### src/rtl/adc_init_pkg.sv
// Shared types, defaults and the fixed ADC register table for the init sequencer.
package adc_init_pkg;

  localparam int unsigned DEF_NWORDS = 8;
  localparam int unsigned DEF_WORD_W = 24;
  localparam int unsigned TBL_IDX_W  = 3;

  // Sequencer-level states; SEQ_FRAME covers the whole frame handed to the shifter
  typedef enum logic [2:0] {
    SEQ_IDLE,
    SEQ_LOAD,
    SEQ_FRAME,
    SEQ_GAP,
    SEQ_DONE
  } seq_state_e;

  // Bit-level states owned by the serial shifter
  typedef enum logic [2:0] {
    SH_IDLE,
    SH_SETUP,
    SH_SCLK_LO,
    SH_SCLK_HI,
    SH_HOLD
  } sh_state_e;

  // Address[23:16] / data[15:0]; word 0 is the ADC soft reset
  localparam logic [DEF_WORD_W-1:0] INIT_TABLE [DEF_NWORDS] = '{
    24'h000001, 24'h140041, 24'h150000, 24'h160080,
    24'h180020, 24'h0D0000, 24'h170007, 24'hFF0001
  };

  // Index width that stays at least one bit for single-entry ranges
  function automatic int unsigned idx_width(input int unsigned n);
    return (n > 1) ? $clog2(n) : 1;
  endfunction

  // Down-counter width able to hold the larger of two cycle counts
  function automatic int unsigned cnt_width(input int unsigned a, input int unsigned b);
    return $clog2(((a > b) ? a : b) + 1);
  endfunction

endpackage

### src/rtl/adc_init_if.sv
// Init handshake plus 3-wire ADC serial port bundle.
interface adc_init_if #(
  parameter int unsigned IDX_W = 3
) ();
  logic             adc_init;
  logic             init_done;
  logic             busy;
  logic             adc_csb;
  logic             adc_sclk;
  logic             adc_sdata;
  logic [IDX_W-1:0] word_idx;

  modport master (
    output adc_init,
    input  init_done, busy, adc_csb, adc_sclk, adc_sdata, word_idx
  );

  modport slave (
    input  adc_init,
    output init_done, busy, adc_csb, adc_sclk, adc_sdata, word_idx
  );
endinterface

### src/rtl/adc_init_seq_shifter.sv
// Serialises one word MSB first: CSB low, SCLK half-periods of SCLK_DIV cycles.
module spi_word_shifter
  import adc_init_pkg::*;
#(
  parameter int unsigned WORD_W   = DEF_WORD_W,
  parameter int unsigned SCLK_DIV = 4,
  parameter int unsigned CNT_W    = 3
) (
  input  logic              clk_i,
  input  logic              rst_i,
  input  logic              start_i,
  input  logic [WORD_W-1:0] word_i,
  output logic              done_c,
  output logic              csb_o,
  output logic              sclk_o,
  output logic              sdata_o
);

  localparam int unsigned BIT_W = idx_width(WORD_W);

  sh_state_e         state_q, state_d;
  logic [CNT_W-1:0]  cnt_q, cnt_d;
  logic [BIT_W-1:0]  bits_q, bits_d;
  logic [WORD_W-1:0] sh_q, sh_d;
  logic              csb_q, csb_d, sclk_q, sclk_d, sdata_q, sdata_d;

  // State, datapath and output registers
  always_ff @(posedge clk_i) begin
    if (rst_i) begin
      state_q <= SH_IDLE;
      cnt_q   <= '0;
      bits_q  <= '0;
      sh_q    <= '0;
      csb_q   <= 1'b1;
      sclk_q  <= 1'b0;
      sdata_q <= 1'b0;
    end else begin
      state_q <= state_d;
      cnt_q   <= cnt_d;
      bits_q  <= bits_d;
      sh_q    <= sh_d;
      csb_q   <= csb_d;
      sclk_q  <= sclk_d;
      sdata_q <= sdata_d;
    end
  end

  // Next state; outputs are derived from the next state so they register in step
  always_comb begin
    state_d = state_q;
    cnt_d   = cnt_q;
    bits_d  = bits_q;
    sh_d    = sh_q;
    done_c  = 1'b0;
    case (state_q)
      SH_IDLE: begin
        if (start_i) begin
          state_d = SH_SETUP;
          cnt_d   = CNT_W'(SCLK_DIV - 1);
          bits_d  = BIT_W'(WORD_W - 1);
          sh_d    = word_i;
        end
      end
      SH_SETUP, SH_SCLK_LO: begin
        if (cnt_q == '0) begin
          state_d = (state_q == SH_SETUP) ? SH_SCLK_LO : SH_SCLK_HI;
          cnt_d   = CNT_W'(SCLK_DIV - 1);
        end else begin
          cnt_d = cnt_q - CNT_W'(1);
        end
      end
      SH_SCLK_HI: begin
        if (cnt_q == '0) begin
          sh_d  = {sh_q[WORD_W-2:0], 1'b0};
          cnt_d = CNT_W'(SCLK_DIV - 1);
          if (bits_q == '0) begin
            state_d = SH_HOLD;
          end else begin
            bits_d  = bits_q - BIT_W'(1);
            state_d = SH_SCLK_LO;
          end
        end else begin
          cnt_d = cnt_q - CNT_W'(1);
        end
      end
      SH_HOLD: begin
        if (cnt_q == '0) begin
          state_d = SH_IDLE;
          done_c  = 1'b1;
        end else begin
          cnt_d = cnt_q - CNT_W'(1);
        end
      end
      default: state_d = SH_IDLE;
    endcase

    csb_d   = (state_d == SH_IDLE);
    sclk_d  = (state_d == SH_SCLK_HI);
    sdata_d = ((state_d == SH_SETUP) || (state_d == SH_SCLK_LO) || (state_d == SH_SCLK_HI))
              && sh_d[WORD_W-1];
  end

  assign csb_o   = csb_q;
  assign sclk_o  = sclk_q;
  assign sdata_o = sdata_q;

endmodule

### src/rtl/adc_init_seq.sv
// ADC init responder: walks INIT_TABLE over the serial port, then answers INIT_DONE.
module adc_init_seq
  import adc_init_pkg::*;
#(
  parameter int unsigned NWORDS   = DEF_NWORDS,   // at most the table depth
  parameter int unsigned WORD_W   = DEF_WORD_W,
  parameter int unsigned SCLK_DIV = 4,
  parameter int unsigned CSB_GAP  = 4
) (
  input  logic       clk_i,
  input  logic       rst_i,
  adc_init_if.slave  bus
);

  localparam int unsigned IDX_W = idx_width(NWORDS);
  localparam int unsigned CNT_W = cnt_width(SCLK_DIV, CSB_GAP);

  seq_state_e       state_q, state_d;
  logic [IDX_W-1:0] idx_q, idx_d;
  logic [CNT_W-1:0] gcnt_q, gcnt_d;
  logic             init_q;
  logic             busy_q, busy_d, done_q, done_d;
  logic             start_c, sh_done_c;
  logic [WORD_W-1:0] word_c;

  // Request sampling, state and output registers
  always_ff @(posedge clk_i) begin
    if (rst_i) begin
      state_q <= SEQ_IDLE;
      idx_q   <= '0;
      gcnt_q  <= '0;
      init_q  <= 1'b0;
      busy_q  <= 1'b0;
      done_q  <= 1'b0;
    end else begin
      state_q <= state_d;
      idx_q   <= idx_d;
      gcnt_q  <= gcnt_d;
      init_q  <= bus.adc_init;
      busy_q  <= busy_d;
      done_q  <= done_d;
    end
  end

  // Word sequencing, inter-frame gap and request/done handshake
  always_comb begin
    state_d = state_q;
    idx_d   = idx_q;
    gcnt_d  = gcnt_q;
    start_c = 1'b0;
    case (state_q)
      SEQ_IDLE: begin
        if (init_q) begin
          state_d = SEQ_LOAD;
          idx_d   = '0;
        end
      end
      SEQ_LOAD: begin
        start_c = 1'b1;
        state_d = SEQ_FRAME;
      end
      SEQ_FRAME: begin
        if (sh_done_c) begin
          state_d = SEQ_GAP;
          gcnt_d  = CNT_W'(CSB_GAP - 1);
        end
      end
      SEQ_GAP: begin
        // A dropped request is honoured only here, so frames are never cut short
        if (gcnt_q == '0) begin
          if (!init_q) begin
            state_d = SEQ_IDLE;
          end else if (idx_q < IDX_W'(NWORDS - 1)) begin
            idx_d   = idx_q + IDX_W'(1);
            state_d = SEQ_LOAD;
          end else begin
            state_d = SEQ_DONE;
          end
        end else begin
          gcnt_d = gcnt_q - CNT_W'(1);
        end
      end
      SEQ_DONE: begin
        if (!init_q) state_d = SEQ_IDLE;
      end
      default: state_d = SEQ_IDLE;
    endcase

    busy_d = (state_d != SEQ_IDLE) && (state_d != SEQ_DONE);
    done_d = (state_d == SEQ_DONE);
  end

  assign word_c = WORD_W'(INIT_TABLE[TBL_IDX_W'(idx_q)]);

  spi_word_shifter #(
    .WORD_W   (WORD_W),
    .SCLK_DIV (SCLK_DIV),
    .CNT_W    (CNT_W)
  ) u_shifter (
    .clk_i   (clk_i),
    .rst_i   (rst_i),
    .start_i (start_c),
    .word_i  (word_c),
    .done_c  (sh_done_c),
    .csb_o   (bus.adc_csb),
    .sclk_o  (bus.adc_sclk),
    .sdata_o (bus.adc_sdata)
  );

  assign bus.init_done = done_q;
  assign bus.busy      = busy_q;
  assign bus.word_idx  = idx_q;

endmodule
### src/flat_wrapper.sv
// flat-port wrapper written by rule: the top's interface ports become plain ports
module adc_init_seq_flat import adc_init_pkg::*;
#(
  parameter int unsigned NWORDS   = DEF_NWORDS,                             
  parameter int unsigned WORD_W   = DEF_WORD_W,
  parameter int unsigned SCLK_DIV = 4,
  parameter int unsigned CSB_GAP  = 4
)
  (clk_i, rst_i, bus_adc_init, bus_init_done, bus_busy, bus_adc_csb, bus_adc_sclk, bus_adc_sdata, bus_word_idx);
  adc_init_if bus_i ();
  input  logic clk_i;
  input  logic rst_i;
  input wire logic [$bits(bus_i.adc_init)-1:0] bus_adc_init;
  output wire logic [$bits(bus_i.init_done)-1:0] bus_init_done;
  output wire logic [$bits(bus_i.busy)-1:0] bus_busy;
  output wire logic [$bits(bus_i.adc_csb)-1:0] bus_adc_csb;
  output wire logic [$bits(bus_i.adc_sclk)-1:0] bus_adc_sclk;
  output wire logic [$bits(bus_i.adc_sdata)-1:0] bus_adc_sdata;
  output wire logic [$bits(bus_i.word_idx)-1:0] bus_word_idx;
  assign bus_i.adc_init = bus_adc_init;
  assign bus_init_done = bus_i.init_done;
  assign bus_busy = bus_i.busy;
  assign bus_adc_csb = bus_i.adc_csb;
  assign bus_adc_sclk = bus_i.adc_sclk;
  assign bus_adc_sdata = bus_i.adc_sdata;
  assign bus_word_idx = bus_i.word_idx;
  adc_init_seq #(.NWORDS(NWORDS), .WORD_W(WORD_W), .SCLK_DIV(SCLK_DIV), .CSB_GAP(CSB_GAP)) u_core (.clk_i(clk_i), .rst_i(rst_i), .bus(bus_i));
endmodule
### config.mk
export PLATFORM = sky130hd
export DESIGN_NAME = adc_init_seq_flat
export DESIGN_NICKNAME = d
export VERILOG_FILES = /design/src/rtl/adc_init_pkg.sv /design/src/rtl/adc_init_if.sv /design/src/rtl/adc_init_seq_shifter.sv /design/src/rtl/adc_init_seq.sv /design/src/flat_wrapper.sv
export SDC_FILE = /design/constraint.sdc
export NUM_CORES = 1
export LEC_CHECK = 0
export CAP_MARGIN = 0
export CORE_ASPECT_RATIO = 0.5
export CORE_UTILIZATION = 40
export DETAILED_ROUTE_END_ITERATION = 12
export PLACE_DENSITY = 0.62
export SLEW_MARGIN = 0
export SYNTH_ARGS = -nofsm -noshare
export SYNTH_HDL_FRONTEND = slang
export SYNTH_HIERARCHICAL = 1
export SYNTH_SLANG_ARGS = --single-unit
### constraint.sdc
create_clock -name clk_i -period 5.7 [get_ports clk_i]
set_input_delay 0.855 -clock clk_i [delete_from_list [all_inputs] [get_ports clk_i]]
set_output_delay 0.855 -clock clk_i [all_outputs]
set_load 0.03 [all_outputs]
==> results.md <==
* Outcome: finished, final reports clean
* Post-synth EDFFs at 0
* Worst Setup End Kind: register
* Crit path max fanout at 24
* P per Cell Area at between 300 and 400 mW/mm^2
* Die height at around 57 um
* Final worst-path setup slack at 3032 ps
* Ports at 11
* TNS Setup at 0 ps
* Final Setup Violations at 0
* Mapped cell area at about 0.0024 sq mm
* Largest net degree at the start of global routing at 30
* Ant. Diodes at 0
* Layout cells sized above 1 at between 8 and 9%
* Root buf cell: clkbuf_16
* Routed wire length at between 4 and 5 mm
* Max IR drop VDD at roughly 0.13 mV
* Die X at 111.5 um
* Global-route wire length before repair at approximately 8.3 mm
* LEAKAGE at 0.001017 uW
* Global Route Usage Sum at ~16%
* Cell area after layout at approximately 0.0027 sq mm
* #FFs+latches synth at 50
* Final hold vios at 0
* # rows at 19
* Iteration-0 DRC Markers at 198
* Cts bufs inserted at 5
* Drt drc at 0
* Post-synth top area cell: dfxtp_1
* Worst min path class: reg2reg
* Clock skew at 9.287 ps
* Share of the yosys chip area belonging to registers at approximately two fifths
* Yosys warning total at 6
* Area growth from synthesis to layout at 12.64%
* Layout net count at 290
* Clock latency on the worst-skew pair at between 200 and 300 ps
* FILL cells at 514
* Startpoint Class: register
* Routed vias at slightly below 2000
* Initial antenna violation count at 0
* Placed Area at around 0.0026 sq mm
* Period Utilization, post-route at 46.80%
* Critical path arrival at around 2800 ps
* H-tree levels at 2
* CTS clk-pin slew, worst paths at approximately 70 ps
* Worst EP required at ~5900 ps
* CTS tree: built
* DR WL/cell at 13.78 um
* Router iterations before antenna repair at 5
* Synth cell types at 51
* Post-CTS Setup Repair Bufs at 0
* Post-DP HPWL at between 3 and 4 mm
* Max cap viols at 0
* Final GP Congestion at 0.7506
* Largest cells by area after synthesis: dfxtp_1, a222oi_1, ha_1
* Max Root-Sink Buffers at 2
* Core Box Area at between 0.005 and 0.006 sq mm
* Final Power at ~820 uW
* RSZ-0062 raised after global routing: no
* Max frequency at 0.3749 GHz
* Min Tclk post-route at between 2000 and 3000 ps
* Vias in the first global route at approximately 1800
* Starting Density at between 40% and 50%
* Hold buffers post-CTS at 0
* CTS Sinks at 50
* IO Port Bufs at 10
* Area fraction of the dominant cell type after synthesis at a little over two fifths
* Synthesized instance count at 262
* Synth Flop Type: dfxtp_1
* DP Worst Slack at 2834 ps
* Slew Viols, Final at 0
* Post-DR vias/cell at ~5.6
* Async S/R FF share, synth at 0%
* Post-CTS resize count at 0
* Syn_area_per_cell at between 9 and 10 sq um
* Worst slew pin tran at 884.2 ps
* Die area at roughly 0.0063 sq mm
* Worst relative slew slack at between 40% and 50%
* CP Class: reg2reg
* Total gr overflow at 0
* Post-DRT Antenna Nets at 0
[routing by layer]
| layer | share of wire, % | vias to the layer above | global-route usage (%) | wire length, um |
|---|---|---|---|---|
| li1 | - | 982 | - | - |
| met1 | 52 | 917 | 22.80 | 2465 |
| met2 | 42 | 49 | 24.29 | 1987 |
| met3 | 5.3 | 6 | 3.348 | 252 |
| met4 | 1.3 | 0 | 7.529 | 62 |
| met5 | 0 | - | 0 | 0 |
[worst max-delay path, cell delays in order, from the launching register on]
cell      delay [ps]
dfxtp_1          460
nor3b_1          590
or3b_1           450
a21o_1           460
a222oi_1         510
nor2_1            90
[synth_stat cells (4+ instances only)]
master	number
dfxtp_1	50
nor2_1	43
a222oi_1	23
ha_1	15
inv_1	14
a21oi_1	11
clkbuf_1	10
nand2_1	10
nor2b_1	7
buf_2	6
o21ai_0	6
a211oi_1	5
nor3_1	4
nor4b_1	4
[cell usage in the layout, fill, tap and decap left out, types with 3 or more instances in the layout]
master,n
dfxtp_1,50
nor2_1,43
a222oi_1,23
ha_1,15
inv_1,14
a21oi_1,11
clkdlybuf4s50_1,10
nand2_1,10
conb_1,10
nor2b_1,7
o21ai_0,6
clkbuf_16,5
a211oi_1,5
nor3_1,4
and2_1,3
mux2i_1,3
nor4b_1,3
o21a_1,3
nand3_1,3
[kinds of logic (layout without fill, tap and decap cells)]
group | count (synthesis) | after routing | share of synthesized area, %
and+or+nand+nor | 97 | 97 | 21.10
xor gates and xnor gates | 1 | 1 | 0.3656
adders and majority gates | 15 | 15 | 7.833
DFF | 50 | 50 | 41.78
muxes | 4 | 4 | 1.723
AOI/OAI and AO/OA | 62 | 62 | 21.10
other | 1 | 10 | 0.1565
buffers and inverters | 32 | 34 | 5.953
[flip-flops by register name (all words and copies together) (netlist names)]
signal	flops
u_core/bus.busy	1
u_core/u_shifter/cnt_q	3
u_core/gcnt_q	3
u_core/bus.word_idx	3
u_core/u_shifter/bits_q	5
u_core/u_shifter/sh_q	24
u_core/u_shifter/sclk_o	1
u_core/u_shifter/csb_o	1
u_core/state_q	3
u_core/init_q	1
u_core/u_shifter/sdata_o	1
u_core/bus.init_done	1
u_core/u_shifter/state_q	3
[report_power, final]
part	internal, uW	switching, uW	leakage [uW]
registers	367	19.8	0.000405
clock network	162	126	0.0000698
logic	60.0	81.8	0.000541
total	590	228	0.00102
[cell type report]
class	count	area, sq um	share of cell area [%]
Tap cell	73	91.34	3.384
Clock inverter	3	21.27	0.7881
Multi-Input combinational cell	189	1292	47.89
Sequential cell	50	1001	37.09
Clock buffer	5	125.1	4.636
Timing Repair Buffer	12	115.1	4.265
Inverter	14	52.55	1.947
[worst paths after layout]
kind                      from  cells past startpoint                       end  slack (ps)
max          u_core/state_q[0]                      5  u_core/u_shifter/sdata_o        3030
max reg2reg  u_core/state_q[0]                      5  u_core/u_shifter/sdata_o        3030
min           u_core/gcnt_q[0]                      1          u_core/gcnt_q[0]         470
min reg2reg   u_core/gcnt_q[0]                      1          u_core/gcnt_q[0]         470
[through the flow]
| stage | hold slack [ps] | utilization [%] | cells |
|---|---|---|---|
| final | 466.8 | 47.90 | 346 |
| after global routing | 502.9 | 47.90 | 346 |
| after CTS | 469.6 | 47.90 | 346 |
| after detailed placement | 455.2 | 45.30 | 338 |
| after global placement | 452.2 | 45.30 | 338 |
| after floorplan | 436.7 | - | 271 |
(Power assumes the default switching activity.)
